File: config.mk
export PLATFORM = sky130hd
export DESIGN_NAME = complex_mult
export DESIGN_NICKNAME = d
export VERILOG_FILES = /design/src/rtl/complex_mult.sv
export SDC_FILE = /design/constraint.sdc
export NUM_CORES = 1
export LEC_CHECK = 0
export ABC_CLOCK_PERIOD_IN_PS = 19600
export CAP_MARGIN = 20
export CORE_ASPECT_RATIO = 0.75
export CORE_MARGIN = 2
export CORE_UTILIZATION = 50
export CTS_CLUSTER_DIAMETER = 40
export CTS_CLUSTER_SIZE = 12
export DETAILED_ROUTE_END_ITERATION = 8
export HOLD_SLACK_MARGIN = 0.08
export PLACE_DENSITY = 0.8
export SLEW_MARGIN = 20
export SYNTH_ARGS = -nofsm -noshare
export SYNTH_HDL_FRONTEND = slang
export SYNTH_SLANG_ARGS = --single-unit
File: constraint.sdc
create_clock -name clk -period 19.6 [get_ports clk]
set_input_delay 5.88 -clock clk [delete_from_list [all_inputs] [get_ports clk]]
set_output_delay 5.88 -clock clk [all_outputs]
set_load 0.02 [all_outputs]
File: src/rtl/complex_mult.sv
// Signed complex multiplier: (x1 + j*y1) * (x2 + j*y2) with valid/ready on both sides.
// One shared OP_W x OP_W multiplier, sequenced over four cycles into two accumulators.
module complex_mult #(
   parameter int unsigned OP_W  = 8,
   parameter int unsigned RES_W = 18
) (
   input  logic                 clk,
   input  logic                 rst_n,
   input  logic                 op_val,
   output logic                 op_rdy,
   input  logic [4*OP_W-1:0]    op_data,
   output logic                 res_val,
   input  logic                 res_rdy,
   output logic [2*RES_W-1:0]   res_data
);

   localparam int unsigned PW = 2 * OP_W;

   typedef enum logic [2:0] {StIdle, StM0, StM1, StM2, StM3, StResult} state_e;

   state_e                    state_q, state_d;
   logic                      op_rdy_q, op_rdy_d;
   logic                      res_val_q, res_val_d;
   logic [2*RES_W-1:0]        res_data_q, res_data_d;
   logic signed [OP_W-1:0]    x1_q, y1_q, x2_q, y2_q;
   logic signed [OP_W-1:0]    x1_d, y1_d, x2_d, y2_d;
   logic signed [RES_W-1:0]   acc_re_q, acc_re_d, acc_im_q, acc_im_d;

   logic signed [OP_W-1:0]    mul_a, mul_b;
   logic signed [PW-1:0]      prod;
   logic signed [RES_W-1:0]   prod_ext, im_sum;

   // Operand pair for the shared multiplier is chosen by the current step.
   always_comb begin
      mul_a = x1_q;
      mul_b = x2_q;
      case (state_q)
         StM0:    begin mul_a = x1_q; mul_b = x2_q; end
         StM1:    begin mul_a = y1_q; mul_b = y2_q; end
         StM2:    begin mul_a = x1_q; mul_b = y2_q; end
         StM3:    begin mul_a = y1_q; mul_b = x2_q; end
         default: begin mul_a = x1_q; mul_b = x2_q; end
      endcase
   end

   assign prod     = PW'(mul_a) * PW'(mul_b);
   assign prod_ext = RES_W'(prod);
   assign im_sum   = acc_im_q + prod_ext;

   always_comb begin
      state_d    = state_q;
      op_rdy_d   = op_rdy_q;
      res_val_d  = res_val_q;
      res_data_d = res_data_q;
      x1_d       = x1_q;
      y1_d       = y1_q;
      x2_d       = x2_q;
      y2_d       = y2_q;
      acc_re_d   = acc_re_q;
      acc_im_d   = acc_im_q;
      case (state_q)
         StIdle: begin
            op_rdy_d = 1'b1;
            if (op_val && op_rdy_q) begin
               {x1_d, y1_d, x2_d, y2_d} = op_data;
               acc_re_d = '0;
               acc_im_d = '0;
               op_rdy_d = 1'b0;
               state_d  = StM0;
            end
         end
         StM0: begin
            acc_re_d = prod_ext;
            state_d  = StM1;
         end
         StM1: begin
            acc_re_d = acc_re_q - prod_ext;
            state_d  = StM2;
         end
         StM2: begin
            acc_im_d = prod_ext;
            state_d  = StM3;
         end
         StM3: begin
            acc_im_d   = im_sum;
            res_data_d = {acc_re_q, im_sum};
            res_val_d  = 1'b1;
            state_d    = StResult;
         end
         StResult: begin
            if (res_rdy) begin
               res_val_d = 1'b0;
               op_rdy_d  = 1'b1;
               state_d   = StIdle;
            end
         end
         default: begin
            state_d   = StIdle;
            op_rdy_d  = 1'b0;
            res_val_d = 1'b0;
         end
      endcase
   end

   always_ff @(posedge clk or negedge rst_n) begin
      if (!rst_n) begin
         state_q    <= StIdle;
         op_rdy_q   <= 1'b0;
         res_val_q  <= 1'b0;
         res_data_q <= '0;
         x1_q       <= '0;
         y1_q       <= '0;
         x2_q       <= '0;
         y2_q       <= '0;
         acc_re_q   <= '0;
         acc_im_q   <= '0;
      end else begin
         state_q    <= state_d;
         op_rdy_q   <= op_rdy_d;
         res_val_q  <= res_val_d;
         res_data_q <= res_data_d;
         x1_q       <= x1_d;
         y1_q       <= y1_d;
         x2_q       <= x2_d;
         y2_q       <= y2_d;
         acc_re_q   <= acc_re_d;
         acc_im_q   <= acc_im_d;
      end
   end

   assign op_rdy   = op_rdy_q;
   assign res_val  = res_val_q;
   assign res_data = res_data_q;

endmodule

# After elaboration in Yosys (flattened, before gate mapping)
# Cells that the tools add are included.
[classes]
add_sub_neg = 2
mul = 1
eq_ne = 7
mux = 13
bitwise_logic = 2
n_reduce_logical = 14
[ops]
columns = ["cell", "n"]
rows = [
  ["$pmux W18 S3", 2],
  ["$add A18 B16 Y18", 1],
  ["$mux W18", 1],
  ["$pmux W3 S6", 1],
  ["$sub A18 B16 Y18", 1],
  ["$mul A8 B8 Y16", 1],
  ["$mux W8", 2],
  ["$reduce_and A2 Y1", 6],
  ["$reduce_or A4 Y1", 2],
  ["$eq A3 B2 Y1 const B", 2],
  ["$eq A3 B3 Y1 const B", 2],
  ["$mux W3", 2],
  ["$pmux W1 S3", 2],
  ["$reduce_bool A3 Y1", 2],
  ["$ne A2 B2 Y1 const B", 2],
  ["$reduce_or A2 Y1", 2],
  ["$eq A3 B1 Y1 const B", 1],
  ["$logic_not A3 Y1", 1],
  ["$mux W1", 3],
  ["$not A1 Y1", 2],
  ["$logic_and A1 B1 Y1", 1],
]
[word_totals]
register_bits = 109
elab_cells = 49

# Logic depth before layout (Yosys ltp)
# Gate-level depths: netlist of the first run.
[logic_depth]
depth_word = 6
ltp_mapped = 30
depth_no_buf = 29

# Least setup slack after synthesis of the first run
# No wires, ideal clock.
[synth_timing]
kind = "reg2reg"
start = "reg state_q[1]"
end = "reg acc_re_q[16]"
setup_ns = 0.069
t_arrival_ns = 7.597
t_required_ns = 19.531
slack_ns = 11.934
stages_incl_launch_ff = 30
cell_sequence = "dfrtp_1 -> clkbuf_1 -> nor2_1 -> and2_1 -> nor2_1 -> mux2i_1 -> nor2_1 -> fa_1 -> inv_1 -> fa_1 -> inv_1 -> fa_1 -> inv_1 -> fa_1 -> inv_1 -> ha_1 -> nand3_2 -> o2111ai_1 -> xor2_1 -> inv_1 -> ha_1 -> a21o_1 -> a21o_1 -> a21oi_1 -> nor2b_1 -> a211o_1 -> maj3_2 -> maj3_2 -> or4b_1 -> nand3_1"
[synth_between]
elab_chain_cells = 6
[synth_rtl]
columns = ["item", "line_no", "rtl"]
rows = [
  ["start, declared", "21", "state_e state_q, state_d;"],
  ["start signal, assigned", "107", "state_q <= StIdle;"],
  ["start signal, assigned", "118", "state_q <= state_d;"],
  ["$eq A3 B3 Y1, or another cell as far along", "37", "case (state_q)"],
  ["$reduce_or A2 Y1 (no line)", "n/a", ""],
  ["$mux W8", "37", ""],
  ["$mul A8 B8 Y16", "46", "assign prod = PW'(mul_a) * PW'(mul_b);"],
  ["$sub A18 B16 Y18", "77", "acc_re_d = acc_re_q - prod_ext;"],
  ["$pmux W18 S3", "61", "case (state_q)"],
  ["end signal, assigned", "126", "acc_re_q <= acc_re_d;"],
  ["end, declared", "27", "logic signed [RES_W-1:0] acc_re_q, acc_re_d, acc_im_q, acc_im_d;"],
]
# Several ways; a longest one is shown, not always the timed one.
# A chain may end at the register's enable or synchronous reset.

# Worst setup path after layout of the first run
[layout_timing]
start = "reg state_q[2]"
end = "reg acc_re_q[16]"
# The elaborated chain is that of the path after synthesis.

==> results of run 1 <==
[path summary, 6_finish.rpt]
kind / from / endpoint / slack [ns] / depth (start not counted)
worst min-delay path: res_data[17]$_DFFE_PN0N_ / res_data[17]$_DFFE_PN0N_ / 0.47 / 2
worst min register to register: res_data[17]$_DFFE_PN0N_ / res_data[17]$_DFFE_PN0N_ / 0.47 / 2
worst max-delay path: state_q[2]$_DFFE_PN0P_ / acc_re_q[16]$_DFFE_PN0P_ / 10.50 / 28
max in group asynchronous: rst_n / x1_q[4]$_DFFE_PN0P_ / 12.83 / 2
worst max register to register: state_q[2]$_DFFE_PN0P_ / acc_re_q[16]$_DFFE_PN0P_ / 10.50 / 28
min in group asynchronous: rst_n / res_data[15]$_DFFE_PN0N_ / 5.49 / 1
[sequential cells by signal, summed over array words and instances, names as in the netlist, 3 cells and up]
register and cells:
acc_im_q 18, x1_q 8, y2_q 8, res_data 36
acc_re_q 18, x2_q 8, state_q 3, y1_q 8
[layout by cell type, fill, tap and decap left out, types with 13 or more instances in the layout]
cell type / instances
sky130_fd_sc_hd__a21o_1: 13
sky130_fd_sc_hd__a21oi_1: 27
sky130_fd_sc_hd__clkdlybuf4s50_1: 72
sky130_fd_sc_hd__dfrtp_1: 109
sky130_fd_sc_hd__fa_1: 57
sky130_fd_sc_hd__ha_1: 61
sky130_fd_sc_hd__inv_1: 112
sky130_fd_sc_hd__mux2_2: 33
sky130_fd_sc_hd__mux2i_1: 17
sky130_fd_sc_hd__nand2_1: 114
sky130_fd_sc_hd__nor2_1: 72
sky130_fd_sc_hd__nor3_1: 13
sky130_fd_sc_hd__o21ai_0: 30
sky130_fd_sc_hd__or2_2: 16
sky130_fd_sc_hd__xnor2_1: 30
[final cells by class]
class                      instances  area [µm²]  area share
sequential                       109        2730       0.284
clock buffer                       9         225      0.0234
clock inverter                     7        68.8     0.00716
inverter                         113         424      0.0441
multi-input combinational        629        5120       0.533
timing repair buffer              80         781      0.0812
tap                              210         263      0.0273
[synthesized netlist by cell type, types with 4 or more instances]
cell	count
sky130_fd_sc_hd__nor2b_1	10
sky130_fd_sc_hd__a221o_1	9
sky130_fd_sc_hd__nand2b_1	6
sky130_fd_sc_hd__clkbuf_1	16
sky130_fd_sc_hd__nor3_1	14
sky130_fd_sc_hd__mux2_2	33
sky130_fd_sc_hd__and2_1	8
sky130_fd_sc_hd__nand3_1	10
sky130_fd_sc_hd__fa_1	57
sky130_fd_sc_hd__a21o_1	13
sky130_fd_sc_hd__a211oi_1	7
sky130_fd_sc_hd__nand2_1	114
sky130_fd_sc_hd__inv_1	112
sky130_fd_sc_hd__mux2i_1	17
sky130_fd_sc_hd__o21a_1	8
sky130_fd_sc_hd__or3_1	8
sky130_fd_sc_hd__xor2_1	9
sky130_fd_sc_hd__or2_2	16
sky130_fd_sc_hd__o211ai_1	4
sky130_fd_sc_hd__a22oi_1	11
sky130_fd_sc_hd__o221ai_1	6
sky130_fd_sc_hd__dfrtp_1	109
sky130_fd_sc_hd__o21ai_0	30
sky130_fd_sc_hd__buf_1	4
sky130_fd_sc_hd__ha_1	61
sky130_fd_sc_hd__nor2_1	72
sky130_fd_sc_hd__xnor2_1	30
sky130_fd_sc_hd__a21oi_1	27
[through the flow]
stage               setup WS (ns)   util  hold WS [ns]  cells
global placement            10.96  0.576         0.449   1141
detailed placement          10.57  0.576         0.457   1141
floorplan                   11.93      -         0.466    871
global route                 9.95  0.595         0.488   1157
finish                      10.50  0.595         0.469   1157
CTS                         10.54  0.595         0.474   1157
[cell families (layout without fill, tap and decap cells)]
kind of cell               Yosys count  in the layout
DFF                                109            109
buffers and inverters              133            209
muxes                               50             50
xor gates and xnor gates            41             41
and+or+nand+nor                    271            271
AOI/OAI and AO/OA                  147            147
adders and majority gates          120            120
[critical path: cells and delay by family (launching register included)]
| family | cells | cell delay (ns) |
|---|---|---|
| compound gates | 5 | 1.13 |
| xor+xnor | 1 | 0.34 |
| fa+ha+maj | 8 | 3.52 |
| buf+inv | 5 | 0.29 |
| flops | 1 | 0.58 |
| mux | 1 | 0.62 |
| simple gates | 8 | 2.53 |
[per-layer routing]
metal | wire length (µm) | GRT usage | part of all wire
met5 | 0 | 0 | 0
met2 | 8070 | 0.334 | 0.46
met4 | 187 | 0.0543 | 0.011
met3 | 914 | 0.0426 | 0.052
met1 | 8520 | 0.297 | 0.48
==> results_tabular.tex, run 1 <==
\begin{tabular}{lr}
\hline
Metric & Value \\
\hline
\multicolumn{2}{l}{\textbf{Status}} \\
Outcome & complete, no violations \\
\multicolumn{2}{l}{\textbf{Global route}} \\
Leftover overflow at the end of global routing & 0 \\
Via count of the first global-routing pass & 6213 \\
Wire length of the first global-routing pass & 29900 µm \\
Total routing usage reported by global routing & 0.209 \\
Maximum number of pins on one net before global-route repair & 71 \\
Number of antenna violations at the first check in global routing & 0 \\
\multicolumn{2}{l}{\textbf{Route}} \\
Total via count in the routed design & 6288 \\
Average wire per cell in the routed design & 15.3 µm \\
Detailed router's first-iteration violation count & 394 \\
Number of detailed-route iterations in the first pass & 5 \\
Drc violations & 0 \\
Detail Route Antenna Nets & 0 \\
Total wire length & 17700 µm \\
Via count normalized by instance count & 5.43 \\
\multicolumn{2}{l}{\textbf{Logic synthesis}} \\
Synthesis-stage register bit count & 109 \\
Fraction of synthesized cell area taken by the top area cell type & 0.327 \\
Synthesis Warnings & 0 \\
Top cell type by total area after synthesis & sky130\_fd\_sc\_hd\_\_dfrtp\_1 \\
Dominant combinational cell family by area after synthesis & adder cells \\
Number of nets in the synthesized netlist & 1025 \\
Multiplexer share of the synthesized area & 0.0650 \\
Flip-flop cell with the highest count after synthesis & sky130\_fd\_sc\_hd\_\_dfrtp\_1 \\
Count of flip-flops with a built-in enable after synthesis & 0 \\
Parity-gate share of the synthesized area counting xor and xnor cells & 0.0462 \\
Syn\_area\_per\_cell & 9.57 µm² \\
Synth async-reset ratio & 1.00 \\
Adder-cell area share of the yosys netlist & 0.231 \\
Cell area after technology mapping & 8340 µm² \\
Sequential-to-total area share from yosys stat & 0.327 \\
Ranking of synthesized cells by area & sky130\_fd\_sc\_hd\_\_dfrtp\_1 33\%, sky130\_fd\_sc\_hd\_\_fa\_1 14\%, sky130\_fd\_sc\_hd\_\_ha\_1 9.2\%, sky130\_fd\_sc\_hd\_\_nand2\_1 5.1\%, sky130\_fd\_sc\_hd\_\_inv\_1 5.0\% \\
Post-synthesis compound-gate area fraction & 0.124 \\
Number of distinct library cell variants in the gate-level netlist after synthesis & 62 \\
Basic-gate share of the synthesized area counting and, or, nand and nor cells & 0.147 \\
Post-Syn Instances & 871 \\
\multicolumn{2}{l}{\textbf{Worst setup path}} \\
Cell type of the slowest stage on the worst timing path & sky130\_fd\_sc\_hd\_\_nor2\_1 \\
Critical path startpoint category & flip-flop \\
Biggest cell delay along the critical path & 0.76 ns \\
Required arrival time at the worst endpoint & 19.90 ns \\
CP arrival & 9.40 ns \\
Critical path capture point type & flip-flop \\
Critical-path maximum fanout & 15 \\
Cell mode on critical path & sky130\_fd\_sc\_hd\_\_inv\_1 \\
Type of the setup path with the least slack & reg -> reg \\
\multicolumn{2}{l}{\textbf{Cells and area}} \\
Final net count & 1096 \\
Share of cells above drive strength 1 & 0.0950 \\
Area growth, synth to finish & 15.3\% \\
Number of diodes & 0 \\
Summed area of non-filler cells in the final layout & 9610 µm² \\
Fill cell instance count of the final layout & 1344 \\
\multicolumn{2}{l}{\textbf{Floorplan}} \\
Die Ht & 116 µm \\
Core region area & 16200 µm² \\
Number of primary I/O pins & 74 \\
Die Outline Area & 17700 µm² \\
Cell row count & 40 \\
Starting density of the core & 0.516 \\
Overall die width & 153 µm \\
\multicolumn{2}{l}{\textbf{STA}} \\
Maximum clock frequency & 0.110 GHz \\
Slew at the pin closest to its max-slew limit & 0.909 ns \\
Number of setup violations in the final report & 0 \\
Setup repair after global routing missed its margin & no \\
Final TNS setup & 0 ns \\
Final Cycle Share & 0.464 \\
Time the final worst path needs with I/O delays and setup & 9.10 ns \\
Final count of pins violating max slew & 0 \\
Final Hold Viols & 0 \\
Headroom to the max-slew limit & 0.392 \\
Final setup skew & 0.00782 ns \\
\multicolumn{2}{l}{\textbf{CTS}} \\
Clock edge transition at the registers on the reported setup and hold paths & 0.07 ns \\
Maximum buffer depth of the clock tree & 2 \\
Root Buffer Master & sky130\_fd\_sc\_hd\_\_clkbuf\_16 \\
Number of H-tree branching levels & 3 \\
Number of buffers inserted by post-CTS setup repair & 0 \\
CTS tree & yes \\
Hold buffer count at cts & 0 \\
Clock sink total & 109 \\
Clock insertion delay at the later pin of the skew report & 0.37 ns \\
Number of buffers inserted during clock tree synthesis & 9 \\
Post-cts resize count & 0 \\
\multicolumn{2}{l}{\textbf{Place}} \\
Placed cell area & 9320 µm² \\
Detail Placement HPWL & 13800 µm \\
Number of port buffers & 73 \\
Weighted congestion reported at the end of routability-driven placement & 0.907 \\
\multicolumn{2}{l}{\textbf{Min path}} \\
Min-delay worst type & reg -> reg \\
\multicolumn{2}{l}{\textbf{Flow run}} \\
Reported max-cap violation count & 0 \\
\hline
\end{tabular}
Power of run 1 is not shown: default switching activity piles up to over one toggle a cycle in this logic, so the estimate is an artifact.
==> run 2: changes to the inputs <==
- ABC_CLOCK_PERIOD_IN_PS: 19600 -> 7530
- PLACE_DENSITY: 0.8 -> 0.82
- clock period: 19.6 -> 7.53 ns (I/O delays scaled with it)
==> run 2 against run 1 <==
  * Flip-flop and latch count did not move
  * Core utilization rose by 1.7 points
  * Wire length rose by 0.90%
  * Sequential share of layout area fell by 0.76 points
  * Count of clock-buffer cells in the layout did not move
  * Critical path type unchanged
  * Register-to-register slack got worse by 10 ns
  * Design area rose by 2.9%
  * Fmax rose by 27%
==> results_tabular.tex, run 2 (synthesis gave the netlist of run 1 again) <==
\begin{tabular}{lr}
\hline
Metric & Value \\
\hline
\multicolumn{2}{l}{\textbf{Status}} \\
Outcome & complete, no violations \\
\multicolumn{2}{l}{\textbf{Place}} \\
Placed cell area & 9480 µm² (+1.7\%) \\
Number of port buffers & 73 (unchanged) \\
Detail Placement HPWL & 13900 µm (+0.26\%) \\
Weighted congestion reported at the end of routability-driven placement & 0.948 (+4.5\%) \\
\multicolumn{2}{l}{\textbf{CTS}} \\
Clock sink total & 109 (unchanged) \\
Number of H-tree branching levels & 3 (unchanged) \\
CTS tree & yes \\
Number of buffers inserted during clock tree synthesis & 9 (unchanged) \\
Clock insertion delay at the later pin of the skew report & 0.37 ns (about the same) \\
Clock edge transition at the registers on the reported setup and hold paths & 0.08 ns (about the same) \\
Maximum buffer depth of the clock tree & 2 (unchanged) \\
Root Buffer Master & sky130\_fd\_sc\_hd\_\_clkbuf\_16 \\
Hold buffer count at cts & 0 (unchanged) \\
\multicolumn{2}{l}{\textbf{STA}} \\
Slew at the pin closest to its max-slew limit & 0.793 ns (-0.116 ns) \\
Maximum clock frequency & 0.139 GHz (+27\%) \\
Time the final worst path needs with I/O delays and setup & 7.19 ns (-1.91 ns) \\
Final Cycle Share & 0.955 (+0.491) \\
Final count of pins violating max slew & 0 (unchanged) \\
Final Hold Viols & 0 (unchanged) \\
Number of setup violations in the final report & 0 (unchanged) \\
Headroom to the max-slew limit & 0.470 (+0.0778) \\
Final setup skew & 0.0145 ns (+0.00666 ns) \\
\multicolumn{2}{l}{\textbf{Route}} \\
Amount of wire on met2 after detailed routing & 8080 µm (about the same) \\
Detail Route Antenna Nets & 0 (unchanged) \\
Number of detailed-route iterations in the first pass & 5 (unchanged) \\
Total wire length & 17800 µm (+0.90\%) \\
Drc violations & 0 (unchanged) \\
Highest routed metal layer & met4 \\
Via count normalized by instance count & 5.38 (-1.0\%) \\
Detailed router's first-iteration violation count & 432 (+9.6\%) \\
Wire length on met3 & 1010 µm (+10\%) \\
Total via count in the routed design & 6335 (+0.75\%) \\
Average wire per cell in the routed design & 15.2 µm (-0.89\%) \\
Detailed-routing wirelength on met1 & 8570 µm (+0.68\%) \\
\multicolumn{2}{l}{\textbf{Min path}} \\
Start point of the worst min-delay path & res\_data[25]\$\_DFFE\_PN0N\_ \\
Min-delay worst type & reg -> reg \\
\multicolumn{2}{l}{\textbf{Cells and area}} \\
Highest-count cells in the layout ignoring fill and taps & 114 x sky130\_fd\_sc\_hd\_\_nand2\_1, 112 x sky130\_fd\_sc\_hd\_\_inv\_1, 106 x sky130\_fd\_sc\_hd\_\_dfrtp\_1, 72 x sky130\_fd\_sc\_hd\_\_clkdlybuf4s50\_1, 68 x sky130\_fd\_sc\_hd\_\_nor2\_1 \\
Number of flip-flops under the largest register name & 36 (unchanged) \\
Final net count & 1117 (+1.9\%) \\
Number of diodes & 0 (unchanged) \\
Area growth, synth to finish & 18.6\% \\
Summed area of non-filler cells in the final layout & 9890 µm² (+2.9\%) \\
Fill cell instance count of the final layout & 1365 (+1.6\%) \\
Share of cells above drive strength 1 & 0.137 (+0.0424) \\
Leading cell type in the layout, fill and taps excluded & sky130\_fd\_sc\_hd\_\_nand2\_1 \\
Fraction of the core area covered by cells at the end of the flow & 0.612 (+0.0173) \\
\multicolumn{2}{l}{\textbf{Worst setup path}} \\
CP Launch Point & state\_q[2]\$\_DFFE\_PN0P\_ \\
Cell type of the slowest stage on the worst timing path & sky130\_fd\_sc\_hd\_\_fa\_1 \\
Critical path startpoint category & flip-flop \\
Type of the setup path with the least slack & reg -> reg \\
Critical path capture point type & flip-flop \\
Flop-to-flop setup slack & 0.34 ns (-10.16 ns) \\
Launch instance of the worst register-to-register path & state\_q[2]\$\_DFFE\_PN0P\_ \\
Biggest cell delay along the critical path & 0.53 ns (-0.23 ns) \\
FF-to-FF End & acc\_re\_q[16]\$\_DFFE\_PN0P\_ \\
End point of the critical path & acc\_re\_q[16]\$\_DFFE\_PN0P\_ \\
Number of cells on the worst reg-to-reg path & 28 (unchanged) \\
Critical-path maximum fanout & 8 (-7) \\
CP arrival & 7.49 ns (-1.91 ns) \\
Required arrival time at the worst endpoint & 7.83 ns (-12.07 ns) \\
\multicolumn{2}{l}{\textbf{Floorplan}} \\
Starting density of the core & 0.516 (unchanged) \\
Die Ht & 116 µm (unchanged) \\
Overall die width & 153 µm (unchanged) \\
Core region area & 16200 µm² (unchanged) \\
Number of primary I/O pins & 74 (unchanged) \\
Cell row count & 40 (unchanged) \\
Die Outline Area & 17700 µm² (unchanged) \\
\multicolumn{2}{l}{\textbf{Global route}} \\
Via count of the first global-routing pass & 6459 (+4.0\%) \\
Total routing usage reported by global routing & 0.212 (+0.00259) \\
Wire length of the first global-routing pass & 30600 µm (+2.2\%) \\
Leftover overflow at the end of global routing & 0 (unchanged) \\
Number of antenna violations at the first check in global routing & 0 (unchanged) \\
Maximum number of pins on one net before global-route repair & 65 (-8.5\%) \\
\multicolumn{2}{l}{\textbf{Flow run}} \\
Reported max-cap violation count & 0 (unchanged) \\
\hline
\end{tabular}
## run 2: stage by stage
step	hold WS, ns	TNS, ns	instances	setup WS, ns
finish	0.478	0	1178	0.340
global route	0.506	-0.00615	1178	-0.00615
CTS	0.482	0	1178	0.124
detailed placement	0.463	0	1162	0.177
global placement	0.451	0	1162	0.299
floorplan	0.466	0	871	0.0550
## run 2: what timing repair did
item	CTS	global route
setup buffers	0	0
setup endpoints to repair	0	7
endpoints found under the hold margin	0	0
gates resized for setup	0	22
## run 2: critical path, delay by kind of cell (launching register included)
| kind | cells | cell delay [ns] |
|---|---|---|
| AOI/OAI and AO/OA | 5 | 1.02 |
| xor gates and xnor gates | 1 | 0.20 |
| adders and majority gates | 8 | 3.40 |
| buffers and inverters | 5 | 0.39 |
| DFF | 1 | 0.45 |
| muxes | 1 | 0.17 |
| and+or+nand+nor | 8 | 1.46 |
## run 2: final cells by class
class / instances / area [µm²] / area share
multi-input cells: 629 / 5230 / 0.528
clock buffers: 9 / 225 / 0.0228
inverters: 113 / 424 / 0.0429
clock inverters: 7 / 81.3 / 0.00822
flip-flops and latches: 109 / 2730 / 0.276
repair buffers: 101 / 938 / 0.0949
well taps: 210 / 263 / 0.0266
## run 2: layer usage
layer	up-vias	track usage
li1	3098	-
met1	3062	0.294
met2	160	0.349
met3	15	0.0464
met4	0	0.0451
met5	-	0
## run 2: worst min-delay path by stage
| stage | endpoint | cells past startpoint | slack (ns) |
|---|---|---|---|
| floorplan | acc_im_q[0]$_DFFE_PN0P_ | 2 | 0.47 |
| global placement | res_data[17]$_DFFE_PN0N_ | 2 | 0.45 |
| detailed placement | res_data[25]$_DFFE_PN0N_ | 2 | 0.46 |
| CTS | res_data[25]$_DFFE_PN0N_ | 2 | 0.48 |
| global route | res_data[12]$_DFFE_PN0N_ | 1 | 0.51 |
| finish | res_data[25]$_DFFE_PN0N_ | 2 | 0.48 |
Power of run 2 is left out for the same reason.
